==> src/rtl/slot_reduce_countdown.sv <==
// slot_reduce_countdown: debounced slot fill, selectable bitwise reduction and timed countdown
module slot_reduce_countdown #(
  parameter int WIDTH = 4,
  parameter int DEPTH = 3,
  parameter int TICK = 50_000_000,
  parameter int DEB_CYCLES = 1_000_000,
  localparam int IW = $clog2(DEPTH)
) (
  input  logic             clk,
  input  logic             rst_n,
  input  logic [WIDTH-1:0] data_in,
  input  logic             ld,
  input  logic             inc,
  input  logic [1:0]       mode,
  output logic [WIDTH-1:0] data_out,
  output logic [1:0]       state_out,
  output logic [IW-1:0]    idx_out,
  output logic             done
);
  localparam int TW = $clog2(TICK);
  localparam int DW = $clog2(DEB_CYCLES + 1);
  typedef enum logic [1:0] {FILL = 2'b00, READY = 2'b01, COUNT = 2'b10} state_e;
  state_e state_q, state_d;
  logic [WIDTH-1:0] slot_q [DEPTH];
  logic [WIDTH-1:0] slot_d [DEPTH];
  logic [IW-1:0] idx_q, idx_d, idx_nxt;
  logic [WIDTH-1:0] res_q, res_d, out_q, out_d, red;
  logic [TW-1:0] tmr_q, tmr_d;
  logic [DW-1:0] deb_q, deb_d;
  logic [1:0] inc_s_q, ld_s_q;
  logic inc_e_q, ld_f_q, ld_f_d, ld_e_q, done_q, done_d;
  logic inc_p, ld_p, all_nz;
  assign inc_p = inc_s_q[1] & ~inc_e_q;
  assign ld_p = ld_f_q & ~ld_e_q;
  assign idx_nxt = (idx_q == IW'(DEPTH - 1)) ? '0 : idx_q + 1'b1;
  assign data_out = out_q;
  assign state_out = state_q;
  assign idx_out = idx_q;
  assign done = done_q;
  // filtered ld follows the synchronised level only after a full stable run
  always_comb begin
    deb_d = '0;
    ld_f_d = ld_f_q;
    if (ld_s_q[1] != ld_f_q) begin
      if (deb_q == DW'(DEB_CYCLES - 1)) ld_f_d = ld_s_q[1];
      else deb_d = deb_q + 1'b1;
    end
  end
  always_comb begin
    red = (mode == 2'b00) ? '1 : '0;
    all_nz = 1'b1;
    for (int i = 0; i < DEPTH; i++) begin
      red = (mode == 2'b00) ? red & slot_q[i] : (mode == 2'b10) ? red ^ slot_q[i] : red | slot_q[i];
      all_nz = all_nz & (|slot_q[i]);
    end
  end
  always_comb begin
    state_d = state_q;
    slot_d = slot_q;
    idx_d = idx_q;
    res_d = res_q;
    tmr_d = tmr_q;
    out_d = out_q;
    done_d = 1'b0;
    case (state_q)
      FILL: begin
        out_d = slot_q[idx_q];
        if (all_nz) state_d = READY;
        else if (inc_p) idx_d = idx_nxt;
        else if (ld_p) begin
          slot_d[idx_q] = data_in;
          idx_d = idx_nxt;
        end
      end
      READY: begin
        res_d = red;
        out_d = res_q;
        if (inc_p) begin
          state_d = COUNT;
          tmr_d = '0;
        end
      end
      COUNT: begin
        out_d = res_q;
        if (res_q == '0) begin
          slot_d = '{default: '0};
          idx_d = '0;
          state_d = FILL;
          done_d = 1'b1;
        end else if (ld_p) begin
          state_d = READY;
          tmr_d = '0;
        end else if (tmr_q == TW'(TICK - 1)) begin
          tmr_d = '0;
          res_d = res_q - 1'b1;
        end else tmr_d = tmr_q + 1'b1;
      end
      default: state_d = FILL;
    endcase
  end
  always_ff @(posedge clk or negedge rst_n) begin
    if (!rst_n) begin
      state_q <= FILL;
      slot_q <= '{default: '0};
      idx_q <= '0;
      res_q <= '0;
      tmr_q <= '0;
      out_q <= '0;
      done_q <= 1'b0;
      inc_s_q <= '0;
      inc_e_q <= 1'b0;
      ld_s_q <= '0;
      ld_f_q <= 1'b0;
      ld_e_q <= 1'b0;
      deb_q <= '0;
    end else begin
      state_q <= state_d;
      slot_q <= slot_d;
      idx_q <= idx_d;
      res_q <= res_d;
      tmr_q <= tmr_d;
      out_q <= out_d;
      done_q <= done_d;
      inc_s_q <= {inc_s_q[0], inc};
      inc_e_q <= inc_s_q[1];
      ld_s_q <= {ld_s_q[0], ld};
      ld_f_q <= ld_f_d;
      ld_e_q <= ld_f_q;
      deb_q <= deb_d;
    end
  end
endmodule

==> config.mk <==
export PLATFORM = sky130hd
export DESIGN_NAME = slot_reduce_countdown
export DESIGN_NICKNAME = d
export VERILOG_FILES = /design/src/rtl/slot_reduce_countdown.sv
export SDC_FILE = /design/constraint.sdc
export NUM_CORES = 1
export LEC_CHECK = 0
export BUFFER_PORTS_ARGS = -buffer_cell sky130_fd_sc_hd__buf_2
export CORE_MARGIN = 2
export CORE_UTILIZATION = 55
export CTS_CLUSTER_SIZE = 40
export DETAILED_ROUTE_END_ITERATION = 8
export MAX_ROUTING_LAYER = met4
export PLACE_DENSITY = 0.81
export REMOVE_ABC_BUFFERS = 1
export SLEW_MARGIN = 15
export SYNTH_ARGS = -nofsm -noshare
export SYNTH_HDL_FRONTEND = slang
export SYNTH_SLANG_ARGS = --single-unit
==> constraint.sdc <==
create_clock -name clk -period 2.23 [get_ports clk]
set_input_delay 0.3345 -clock clk [delete_from_list [all_inputs] [get_ports clk]]
set_output_delay 0.3345 -clock clk [all_outputs]
set_load 0.02 [all_outputs]
# Yosys cells after proc, flatten, opt, wreduce, memory -nomap -nowiden
# Cells that the tools add are included.
[totals] regBits=78 in_bits=10 out_inout_bits=9 word_cells=115
[classes] addsub=4 magnitude_cmp=2 eq_ne=18 mux=43 bitwise=16 reduce_logical=17
[ops] op="2-to-1 mux 26 bit" n=4
[ops] op="2-to-1 mux 4 bit" n=13
[ops] op="case mux 26 bit (2 select lines)" n=1
[ops] op="2-to-1 mux 12 bit" n=4
[ops] op="2-to-1 mux 20 bit" n=2
[ops] op="adder 26 x 1 -> 26 bit, second input constant" n=1
[ops] op="== test 26 bit, second input constant" n=1
[ops] op="case mux 12 bit (2 select lines)" n=1
[ops] op="adder 20 x 1 -> 20 bit, second input constant" n=1
[ops] op="== test 20 bit, second input constant" n=1
[ops] op="2-to-1 mux 2 bit" n=9
[ops] op="!= test 2 bit, second input constant" n=9
[ops] op="case mux 4 bit (2 select lines)" n=2
[ops] op="AND 4 bit" n=3
[ops] op="bitwise mux 12 bit" n=1
[ops] op="OR 4 bit" n=3
[ops] op="OR reduction 4 bit" n=3
[ops] op="XOR 4 bit" n=3
[ops] op="binary-select mux 4 bit (select 2 bit)" n=1
[ops] op="demux 4 bit (select 2 bit)" n=1
[ops] op="AND reduction 4 bit" n=2
[ops] op="== test 2 bit, second input constant" n=3
[ops] op="!= test 3 bit, second input constant" n=2
[ops] op="case mux 2 bit (3 select lines)" n=1
[ops] op="other kinds (19)" n=28

# Depth between registers and ports, before layout
# Gate-level depths: netlist (run 1).
[logic_depth] word_depth=12 mapped_depth=10 depth_no_buf=10

# Worst setup path before layout (run 1)
# No wires, ideal clock.
[synth_path] path_type="reg2reg" from="register state_q[0] (netlist: state_out[0])" to="register tmr_q[5]" setup_time_ns=0.064 t_arrival_ns=2.126 required_time_ns=2.166 path_slack_ns=0.041 path_stages_with_launch=8 path_buffers=0 period_less_slack_ns=2.189 cell_sequence="dfrtp_1 -> inv_1 -> ha_1 -> and4bb_2 -> a211o_1 -> or4_1 -> a21oi_1 -> a21o_1"
[synth_via] elab_chain_len=3 elab_cells_between_ends=7 cone_classes="4 x eq/ne; 1 x mux; 2 x reduce/logical"
[synth_lines] element="start, declared" line="23" source="state_e state_q, state_d;"
[synth_lines] element="start signal, assigned" line="117" source="state_q <= state_d;"
[synth_lines] element="== test 2 bit / == test 2 x 1 -> 1 bit (equally long branches)" line="65" source="case (state_q)"
[synth_lines] element="!= test 2 bit (no source line) / nonzero test 2 bit (equally long branches)"
[synth_lines] element="AND reduction 3 bit (no source line)"
[synth_lines] element="end signal, assigned" line="121" source="tmr_q <= tmr_d;"
[synth_lines] element="end, declared" line="28" source="logic [TW-1:0] tmr_q, tmr_d;"
# Parallel ways exist; a longest one is shown, timed or not.
# A chain may end at the register's enable or synchronous reset.

# Worst setup path in the final report (run 1)
[layout_path] from="register res_q[0]" to="register tmr_q[5]"
[layout_via] elab_chain_len=3
[layout_lines] element="start, declared" line="27" source="logic [WIDTH-1:0] res_q, res_d, out_q, out_d, red;"
[layout_lines] element="start signal, assigned" line="120" source="res_q <= res_d;"
[layout_lines] element="logical NOT 4 bit" line="85" source="if (res_q == '0) begin"
[layout_lines] element="!= test 2 bit (no source line)"
[layout_lines] element="AND reduction 3 bit (no source line)"
# Every way passes these cells.

==> out/qor.csv, run 1 <==
metric;value;unit
hold path startpoint;ld;
Max-Cap Viols;0;
CTS Sinks;78;
post-route DRC violation count;0;
Layout Cells excl Fill;609;
CTS buffer count;9;
reg2reg start;res_q[0];
initial antenna violation count;0;
Worst-path clk slew;90;ps
crit path launch;res_q[0];
Initial Util;57.6;%
crit path max fanout;3;
Synth Flop Type;dfrtp_1;
most frequent cells in the layout;dfrtp_1 (78), nor2_1 (58), nand2_1 (30);
Core ar.;7810;µm²
final core utilization;64.2;%
Fin. Hold Viols;0;
htree depth;3;
Vias;3498;
#FFs+latches synth;78;
XOR/XNOR share of the synthesized area;6.82;%
Antenna Cells;0;
Port Buffers;18;
Post-Syn Instances;471;
simple-gate portion of the synthesized area;22.7;%
GP Congestion;0.905;
vias per std cell;5.74;
Leak Pwr;2.33;nW
Max Fclk;0.467;GHz
register area share after synthesis;43.4;%
Slew Limit Fails;0;
Worst Hold Class;in -> reg;
GRT Overall Usage;23.4;%
Ports;19;
Wirelength per Cell;15.0;µm
FF-to-FF setup slack;90;ps
post-synthesis cell type count;59;
status;complete, no violations;
crit end category;flop;
First-pass DRT Iterations;6;
TritonCTS clock tree;yes;
fillcell total;647;
Core Rows;32;
pin count of the biggest net entering global routing;36;
hpwl dp;6.66;mm
Max clock buf depth;2;
Layout Skew;9.05;ps
first-pass GRT wire length;16.1;mm
area of placed instances;4760;µm²
clock root buffer;clkbuf_8;
grt ovf;0;
WS Path Type;reg -> reg;
Tightest Pin Transition;623;ps
Design Area, Final;5010;µm²
fraction of registers with async set/reset;100;%
Tcrit/Tclk final;96.1;%
Synth Area in Adders;6.68;%
synth warn;0;
WP data arrival;2440;ps
Relative slew margins;58.4;%
Die Area;8920;µm²
startpoint types;flop;
leading cell type in the layout, fill and taps excluded;dfrtp_1;
area grow syn2layout;11.4;%
Cell Area, Synth;4500;µm²
syn_area_per_cell;9.55;µm²
vias in the first global route;3539;
post-synthesis compound-gate area fraction;12.1;%
post-route setup TNS;0;ps
unrepaired setup endpoints after global routing;false;
combinational family with the most area after synthesis;simple AND/OR/NAND/NOR gates;
DRT iter0 DRCs;140;
mux share of post-synthesis cell area;3.45;%
dpl cells;590;
final setup fails;0;
Final ANT Viol Nets;0;
number of flops mapped to enable cells by yosys;0;
Clk Latency, worst-skew pair;350;ps
pwr/cell area;906;nW/µm²
Post-layout nets;536;
share of cells above drive strength 1;15.6;%
Final min period;2140;ps
Total Wirelength;9.14;mm
maximum vdd drop;0.542;mV
Chip Height;94.4;µm
worst path required time;2530;ps
Die X-Extent;94.4;µm
path summary, 6_finish.rpt:
check	cells after the start	endpoint
worst min-delay path	1	ld_s_q[0]
max in group asynchronous	3	res_q[1]
worst max-delay path	8	tmr_q[5]
worst max register to register	8	tmr_q[5]
min in group asynchronous	2	tmr_q[11]
worst min register to register	0	ld_s_q[1]
repair_timing:
item                       4_1_cts  5_1_grt
setup buffers                    0        2
setup endpoints to repair        0       29
gates resized for setup          0        4
hold buffers                     1        0
hold endpoints to repair        31        0
power by group:
part	total, W	internal [W]	switching, W
combinational	0.00170	0.000692	0.00101
sequential	0.00174	0.00156	0.000175
clock	0.00110	0.000533	0.000567
total	0.00454	0.00279	0.00175
critical path: stages (launching register included):
cell,delay (ps)
dfrtp_1,360
inv_1,70
ha_1,210
buf_4,140
and4bb_2,250
a211o_1,270
or4_1,530
a21oi_1,160
a21o_1,100
synthesized netlist by cell type (11+ instances only):
library cell   n  share of area, %
nand4_1       16               2.2
mux2i_1       11               2.4
a21oi_1       15               1.7
dfrtp_1       78                43
o21ai_0       21               2.3
nor2_1        58               4.8
ha_1          24               6.7
nand3_1       15               1.7
inv_1         26               2.2
a211oi_1      12               2.0
xor2_1        25               4.9
nand2_1       30               2.5
layout make-up:
type                       instances  area (µm²)  share of cell area (%)
clock buffer                       9         124                    2.47
clock inverter                     7        78.8                    1.57
inverter                          26        97.6                    1.95
multi-input combinational        345        2340                    46.8
sequential                        78        1950                    39.0
tap                              102         128                    2.55
timing repair buffer              42         288                    5.74
through the flow:
step,power [W],worst slack [ps],hold WS (ps)
after global placement,0.00335,145,308
after CTS,0.00453,23.1,69.9
after floorplan,0.00280,-1180,38.9
final,0.00454,87.8,80.6
after detailed placement,0.00342,43.0,306
after global routing,0.00485,0.594,73.1
metal layers:
layer	wire length (µm)	up-vias	global-route usage, %
li1	-	1716	-
met1	4110	1710	29.1
met2	4620	64	38.3
met3	306	8	3.91
met4	102	0	9.06
met5	0	-	-
sequential cells by signal, summed over array words and instances (netlist names), 2 cells and up:
| register | count |
|---|---|
| data_out | 4 |
| deb_q | 20 |
| idx_out | 2 |
| inc_s_q | 2 |
| ld_s_q | 2 |
| res_q | 4 |
| slot_q | 12 |
| state_out | 2 |
| tmr_q | 26 |
cells by family (layout without fill, tap and decap cells):
logic type,count (synthesis),after routing
compound gates,79,79
fa+ha+maj,24,24
buf+inv,48,84
simple gates,192,192
xor+xnor,35,35
flops,78,78
mux,15,15
Power figures use the tool's default switching activity.
==> inputs of run 2 (changes only) <==
--- a/config.mk
+++ b/config.mk
@@ -5,12 +5,12 @@
 export SDC_FILE = /design/constraint.sdc
 export NUM_CORES = 1
 export LEC_CHECK = 0
+export ABC_AREA = 1
 export BUFFER_PORTS_ARGS = -buffer_cell sky130_fd_sc_hd__buf_2
 export CORE_MARGIN = 2
 export CORE_UTILIZATION = 55
 export CTS_CLUSTER_SIZE = 40
 export DETAILED_ROUTE_END_ITERATION = 8
-export MAX_ROUTING_LAYER = met4
 export PLACE_DENSITY = 0.81
 export REMOVE_ABC_BUFFERS = 1
 export SLEW_MARGIN = 15
==> run 2 against run 1 <==
The flow now finishes with violations (hold timing). Flip-flop and latch count stayed put. Routed wire length is 19% higher. Clock-buffer cell count is 5 higher. Combinational power is 36% higher. Fmax is 6.5% higher. Global-route usage is 0.69 points higher. Clock skew hardly changed. Final cell count is 31% higher. Non-clock buffer count is 16 lower. First-iteration DRC count is 84% higher. Largest cell class unchanged. Critical path depth is 1 higher. Sequential power is 7% higher. Critical path type unchanged.
==> out/qor.csv, run 2 <==
metric;value;unit;change
Max-Cap Viols;0;;unchanged
Net Sw Power;0.00227;W;was 0.00175 W
fraction of registers with async set/reset;100;%;unchanged
Fin. Hold Viols;29;;was 0
number of flops mapped to enable cells by yosys;0;;unchanged
WP data arrival;2250;ps;was 2440 ps
Seq pwr share;36.3;%;was 38.3%
post-synth top area cell;dfrtp_1;;unchanged
initial antenna violation count;0;;unchanged
DRT iter0 DRCs;257;;was 140
Tcrit/Tclk final;90.2;%;was 96.1%
Wirelength per Cell;13.6;µm;was 15.0 µm
leading cell type in the layout, fill and taps excluded;nand2_1;;was dfrtp_1
Most flops, register;tmr_q;;unchanged
Synth Flop Type;dfrtp_1;;unchanged
GP Congestion;0.938;;was 0.905
failing checks;hold timing;;
top-area cell type share of the netlist area;40.8;%;was 43.4%
First-pass DRT Iterations;5;;was 6
area grow syn2layout;8.92;%;was 11.4%
Post CTS Setup Buffer Count;0;;unchanged
switch share;44.4;%;was 38.6%
Final ANT Viol Nets;0;;unchanged
Max clock buf depth;2;;unchanged
Final min period;2010;ps;was 2140 ps
Most common cell on crit path;nand2_1;;
vias in the first global route;4200;;was 3539
hpwl dp;8.06;mm;was 6.66 mm
startpoint types;flop;;unchanged
final setup fails;0;;unchanged
Relative slew margins;60.4;%;was 58.4%
Die X-Extent;97.2;µm;was 94.4 µm
CTS hold repair buffers;0;;was 1
most frequent cells in the layout;nand2_1 (157), nor2_1 (124), inv_1 (85);;was dfrtp_1 (78), nor2_1 (58), nand2_1 (30)
Cell Area, Synth;4780;µm²;was 4500 µm²
syn_area_per_cell;7.27;µm²;was 9.55 µm²
htree depth;3;;unchanged
post-route setup TNS;0;ps;unchanged
grt ovf;0;;unchanged
Design Area, Final;5210;µm²;was 5010 µm²
CTS buffer count;9;;unchanged
CTS Sinks;78;;unchanged
crit path max fanout;15;;was 3
maximum vdd drop;0.589;mV;was 0.542 mV
post_cts resized;0;;unchanged
Ports;19;;unchanged
Crit path largest cell delay;430;ps;was 530 ps
Initial Util;55.6;%;was 57.6%
register area share after synthesis;40.8;%;was 43.4%
Slowest cell on crit path;dfrtp_1;;was or4_1
Worst-path clk slew;70;ps;was 90 ps
Post-layout nets;721;;was 536
total chip power;0.00512;W;was 0.00454 W
Tightest Pin Transition;595;ps;was 623 ps
Vias;4349;;was 3498
Leak Pwr;2.54;nW;was 2.33 nW
area of placed instances;5030;µm²;was 4760 µm²
GRT Overall Usage;24.0;%;was 23.4%
top cells by area, synth;dfrtp_1 (41%), nand2_1 (12%), nor2_1 (9.7%);;was dfrtp_1 (43%), ha_1 (6.7%), xor2_1 (4.9%)
#FFs+latches synth;78;;unchanged
pin count of the biggest net entering global routing;46;;was 36
Core Rows;34;;was 32
crit path cell chain;inv_1, ha_1, inv_1, o21ai_2, inv_2, nor2_4, nand2_1, nand2_1, nand2_1;;was inv_1, ha_1, buf_4, and4bb_2, a211o_1, or4_1, a21oi_1, a21o_1
status;finished with violations;;was complete, no violations
buffers and inverters on the worst path;3;;was 2
Max Fclk;0.497;GHz;was 0.467 GHz
Port Buffers;18;;unchanged
first-pass GRT wire length;18.8;mm;was 16.1 mm
TritonCTS clock tree;yes;;unchanged
Total Wirelength;10.8;mm;was 9.14 mm
Logic pwr share;45.2;%;was 37.5%
Core ar.;8590;µm²;was 7810 µm²
Post-Syn Instances;658;;was 471
critical path's top delay family;simple AND/OR/NAND/NOR gates;;unchanged
Layout Skew;8.59;ps;was 9.05 ps
clock root buffer;clkbuf_8;;unchanged
dpl cells;784;;was 590
worst path required time;2470;ps;was 2530 ps
clock share of power;18.5;%;was 24.2%
Chip Height;97.2;µm;was 94.4 µm
Slew Limit Fails;0;;unchanged
WS Path Type;reg -> reg;;unchanged
Clk Latency, worst-skew pair;350;ps;about the same
pwr/cell area;983;nW/µm²;was 906 nW/µm²
synth warn;0;;unchanged
top-count cell post-synth;nand2_1;;was dfrtp_1
crit end category;flop;;unchanged
post-synthesis cell type count;29;;was 59
Largest regs;tmr_q x26, deb_q x20, slot_q x12;;unchanged
Hold WS;-25.5;ps;was 80.6 ps
vias per std cell;5.44;;was 5.74
share of cells above drive strength 1;8.39;%;was 15.6%
Largest register FFs;26;;unchanged
unrepaired setup endpoints after global routing;false;;unchanged
most instantiated cells after synthesis;nand2_1 (157), nor2_1 (124), inv_1 (85), dfrtp_1 (78), nand3_1 (51);;was dfrtp_1 (78), nor2_1 (58), nand2_1 (30), inv_1 (26), xor2_1 (25)
Layout Cells excl Fill;799;;was 609
Worst Hold Class;in -> async;;was in -> reg
Cell Int Power;0.00285;W;was 0.00279 W
Die Area;9450;µm²;was 8920 µm²
post-route DRC violation count;0;;unchanged
Antenna Cells;0;;unchanged
-- run 2: power by group through the flow --
stage | sequential (W) | clock, W | combinational (W)
2_1_floorplan | 0.00191 | 0 | 0.00150
3_3_place_gp | 0.00187 | 0 | 0.00220
4_1_cts | 0.00185 | 0.000966 | 0.00227
6_report | 0.00186 | 0.000947 | 0.00231
3_5_place_dp | 0.00188 | 0 | 0.00225
5_1_grt | 0.00189 | 0.00101 | 0.00262
-- run 2: path summary, 6_finish.rpt --
kind,from,end,slack (ps),depth (start not counted)
setup / recovery,state_out[1],idx_out[0],220,9
hold / removal,rst_n,data_out[1],-30,1
setup reg to reg,state_out[1],idx_out[0],220,9
hold reg to reg,ld_s_q[0],ld_s_q[1],360,0
max in group asynchronous,rst_n,tmr_q[17],1690,2
min in group clk,ld,ld_s_q[0],90,1
-- run 2: metrics by stage --
step	setup slack, ps	utilization [%]
after global placement	240	58.5
after floorplan	108	-
after detailed placement	200	58.5
after CTS	176	60.5
final	218	60.6
after global routing	9.43	60.6
-- run 2: worst register-to-register path: cells and delay by family (launching register included) --
family          cells  cell delay (ps)
buf+inv             3              320
compound gates      1              300
flops               1              430
fa+ha+maj           1              300
simple gates        4              560
-- run 2: logic make-up (layout without fill, tap and decap cells) --
logic type	Yosys count	count (layout)	share of synthesized area [%]
DFF	78	78	40.8
and+or+nand+nor	398	398	36.5
AOI/OAI and AO/OA	45	45	5.29
xor gates and xnor gates	17	17	3.11
buffers and inverters	96	129	8.03
adders and majority gates	24	24	6.28
-- run 2: cell type report --
cell class | instances | area [µm²]
fillers | 800 | 3390
multi-input cells | 484 | 2460
flip-flops and latches | 78 | 1950
inverters | 88 | 330
repair buffers | 26 | 165
clock buffers | 14 | 163
well taps | 108 | 135
clock inverters | 1 | 5.00
-- run 2: routing by layer --
metal | GRT usage [%] | vias up | wire, µm
met4 | 10.5 | 0 | 202
met3 | 2.95 | 16 | 540
met1 | 33.3 | 2041 | 5130
met2 | 38.4 | 120 | 4960
met5 | 0 | - | 0
li1 | - | 2172 | -
==> inputs of run 3 (changes only) <==
--- a/config.mk
+++ b/config.mk
@@ -7,11 +7,13 @@
 export LEC_CHECK = 0
 export ABC_AREA = 1
 export BUFFER_PORTS_ARGS = -buffer_cell sky130_fd_sc_hd__buf_2
+export CELL_PAD_IN_SITES_DETAIL_PLACEMENT = 1
+export CELL_PAD_IN_SITES_GLOBAL_PLACEMENT = 1
 export CORE_MARGIN = 2
-export CORE_UTILIZATION = 55
+export CORE_UTILIZATION = 41
 export CTS_CLUSTER_SIZE = 40
 export DETAILED_ROUTE_END_ITERATION = 8
-export PLACE_DENSITY = 0.81
+export PLACE_DENSITY = 0.82
 export REMOVE_ABC_BUFFERS = 1
 export SLEW_MARGIN = 15
 export SYNTH_ARGS = -nofsm -noshare
==> run 3 against run 2 <==
The flow now finishes without violations. Power increased by 16%. Global-route usage is 1.6 points lower. Routed wire length up 23%. Fmax is 2.6% lower. Clock skew down 2.3 ps. Critical path depth did not move. Hold slack gained 120 ps. Clock power is 73% higher. Critical endpoint is now tmr_q[15].
==> out/qor.csv, run 3 (synthesized netlist as in run 2, its figures left out) <==
metric;value;unit;change
status;complete, no violations;;was finished with violations
final setup fails;0;;unchanged
Leak Pwr;2.61;nW;was 2.54 nW
worst path required time;2460;ps;was 2470 ps
Post-layout nets;722;;was 721
WP data arrival;2290;ps;was 2250 ps
crit path max fanout;13;;was 15
vias in the first global route;4735;;was 4200
CTS Sinks;78;;unchanged
fillcell total;1480;;was 800
worst r2r path cells;9;;unchanged
crit end category;flop;;unchanged
Port Buffers;18;;unchanged
WS Path Type;reg -> reg;;unchanged
Max-Cap Viols;0;;unchanged
first-pass GRT wire length;22.7;mm;was 18.8 mm
Final ANT Viol Nets;0;;unchanged
Tcrit/Tclk final;92.6;%;was 90.2%
Die Area;12500;µm²;was 9450 µm²
Tightest Pin Transition;580;ps;was 595 ps
CTS buffer count;9;;unchanged
vias per std cell;5.26;;was 5.44
GRT Overall Usage;22.4;%;was 24.0%
GP Congestion;0.894;;was 0.938
share of cells above drive strength 1;9.24;%;was 8.39%
hpwl dp;9.95;mm;was 8.06 mm
Antenna Cells;0;;unchanged
fin worst setup slack;165;ps;was 218 ps
Final min period;2060;ps;was 2010 ps
Post CTS Setup Buffer Count;0;;unchanged
TritonCTS clock tree;yes;;unchanged
initial antenna violation count;0;;unchanged
critical path's top delay family;simple AND/OR/NAND/NOR gates;;unchanged
hold path depth;1;;
First-pass DRT Iterations;4;;was 5
pwr/cell area;1090;nW/µm²;was 983 nW/µm²
Relative slew margins;61.2;%;was 60.4%
Post-Place Worst Slack;96.0;ps;was 200 ps
Die X-Extent;112;µm;was 97.2 µm
Worst Hold Class;in -> reg;;was in -> async
Clk Latency, worst-skew pair;350;ps;about the same
startpoint types;flop;;unchanged
pin count of the biggest net entering global routing;37;;was 46
post-route DRC violation count;0;;unchanged
Layout Skew;6.28;ps;was 8.59 ps
Core Rows;39;;was 34
Max Fclk;0.484;GHz;was 0.497 GHz
buffers and inverters on the worst path;3;;unchanged
Vias;4399;;was 4349
Crit path largest cell delay;440;ps;was 430 ps
reg-to-reg critical path endpoint;tmr_q[15];;was idx_out[0]
Ports;19;;unchanged
clock root buffer;clkbuf_16;;was clkbuf_8
Hold Path Sink;ld_s_q[0];;
Largest register FFs;26;;unchanged
area grow syn2layout;13.8;%;was 8.92%
most frequent cells in the layout;nand2_1 (157), nor2_1 (124), inv_1 (84);;was nand2_1 (157), nor2_1 (124), inv_1 (85)
Largest regs;tmr_q x26, deb_q x20, slot_q x12;;unchanged
DRT iter0 DRCs;194;;was 257
Fin. Hold Viols;0;;was 29
reg2reg start;state_out[0];;was state_out[1]
Wirelength per Cell;15.9;µm;was 13.6 µm
Hold WS;92.1;ps;was -25.5 ps
leading cell type in the layout, fill and taps excluded;nand2_1;;unchanged
maximum vdd drop;0.625;mV;was 0.589 mV
crit path cell chain;inv_1, ha_1, nand3_1, nand3_4, inv_2, buf_4, nand2_1, xor2_1, nor2_1;;was inv_1, ha_1, inv_1, o21ai_2, inv_2, nor2_4, nand2_1, nand2_1, nand2_1
Slowest cell on crit path;dfrtp_1;;unchanged
Core ar.;11400;µm²;was 8590 µm²
Initial Util;41.9;%;was 55.6%
Worst-path clk slew;60;ps;was 70 ps
Slew Limit Fails;0;;unchanged
Total Wirelength;13.3;mm;was 10.8 mm
Chip Height;112;µm;was 97.2 µm
hold path startpoint;ld;;
Max clock buf depth;2;;unchanged
FF-to-FF setup slack;170;ps;was 220 ps
grt ovf;0;;unchanged
Most flops, register;tmr_q;;unchanged
htree depth;3;;unchanged
run 3: cell types whose count changed in the layout (fill, tap and decap cells not counted), sizes merged:
cell | previous run | this run
bufinv | 0 | 2
inv | 88 | 90
clkinvlp | 0 | 2
dlygate4sd3 | 0 | 1
clkbuf | 14 | 10
clkinv | 1 | 0
run 3: worst max-delay path by stage:
stage	cells after the start	to	startpoint	slack, ps
floorplan	10	tmr_q[5]	state_out[0]	110
global placement	13	res_q[0]	mode[0]	180
detailed placement	13	res_q[0]	mode[0]	100
CTS	9	tmr_q[15]	state_out[0]	100
global route	12	res_q[0]	slot_q[4]	-10
finish	9	tmr_q[15]	state_out[0]	170
run 3: layer usage:
layer	part of all wire [%]	track usage [%]	vias up
met5	0	0	-
met4	1.5	5.77	0
met3	2.9	4.90	18
met2	50	38.6	54
met1	46	28.7	2152
li1	-	-	2175
run 3: power by group:
part | switching [W] | internal (W)
Combinational | 0.00163 | 0.000774
Sequential | 0.000229 | 0.00165
Clock | 0.000623 | 0.00102
Total | 0.00249 | 0.00344
run 3: final cells by class:
| cell class | count | area [µm²] | share of cell area, % |
|---|---|---|---|
| sequential | 78 | 1950 | 35.9 |
| inverter | 88 | 330 | 6.07 |
| timing repair buffer | 27 | 175 | 3.22 |
| multi-input combinational | 484 | 2470 | 45.4 |
| clock buffer | 10 | 239 | 4.39 |
| clock inverter | 6 | 92.6 | 1.70 |
| tap | 143 | 179 | 3.29 |
run 3: what timing repair did:
item / 4_1_cts / 5_1_grt
resized for setup: 0 / 5
endpoints found under the setup margin: 0 / 9
endpoints found under the hold margin: 34 / 0
hold buffers: 1 / 0
run 3: through the flow:
step	std cells	utilization, %	instance area [µm²]	power [W]	TNS [ps]
final	836	47.6	5440	0.00592	0
after global routing	836	47.6	5440	0.00636	-11.2
after CTS	836	47.4	5410	0.00590	0
after detailed placement	819	44.4	5070	0.00423	0
after global placement	819	44.4	5070	0.00410	0
after floorplan	650	-	4730	0.00341	0
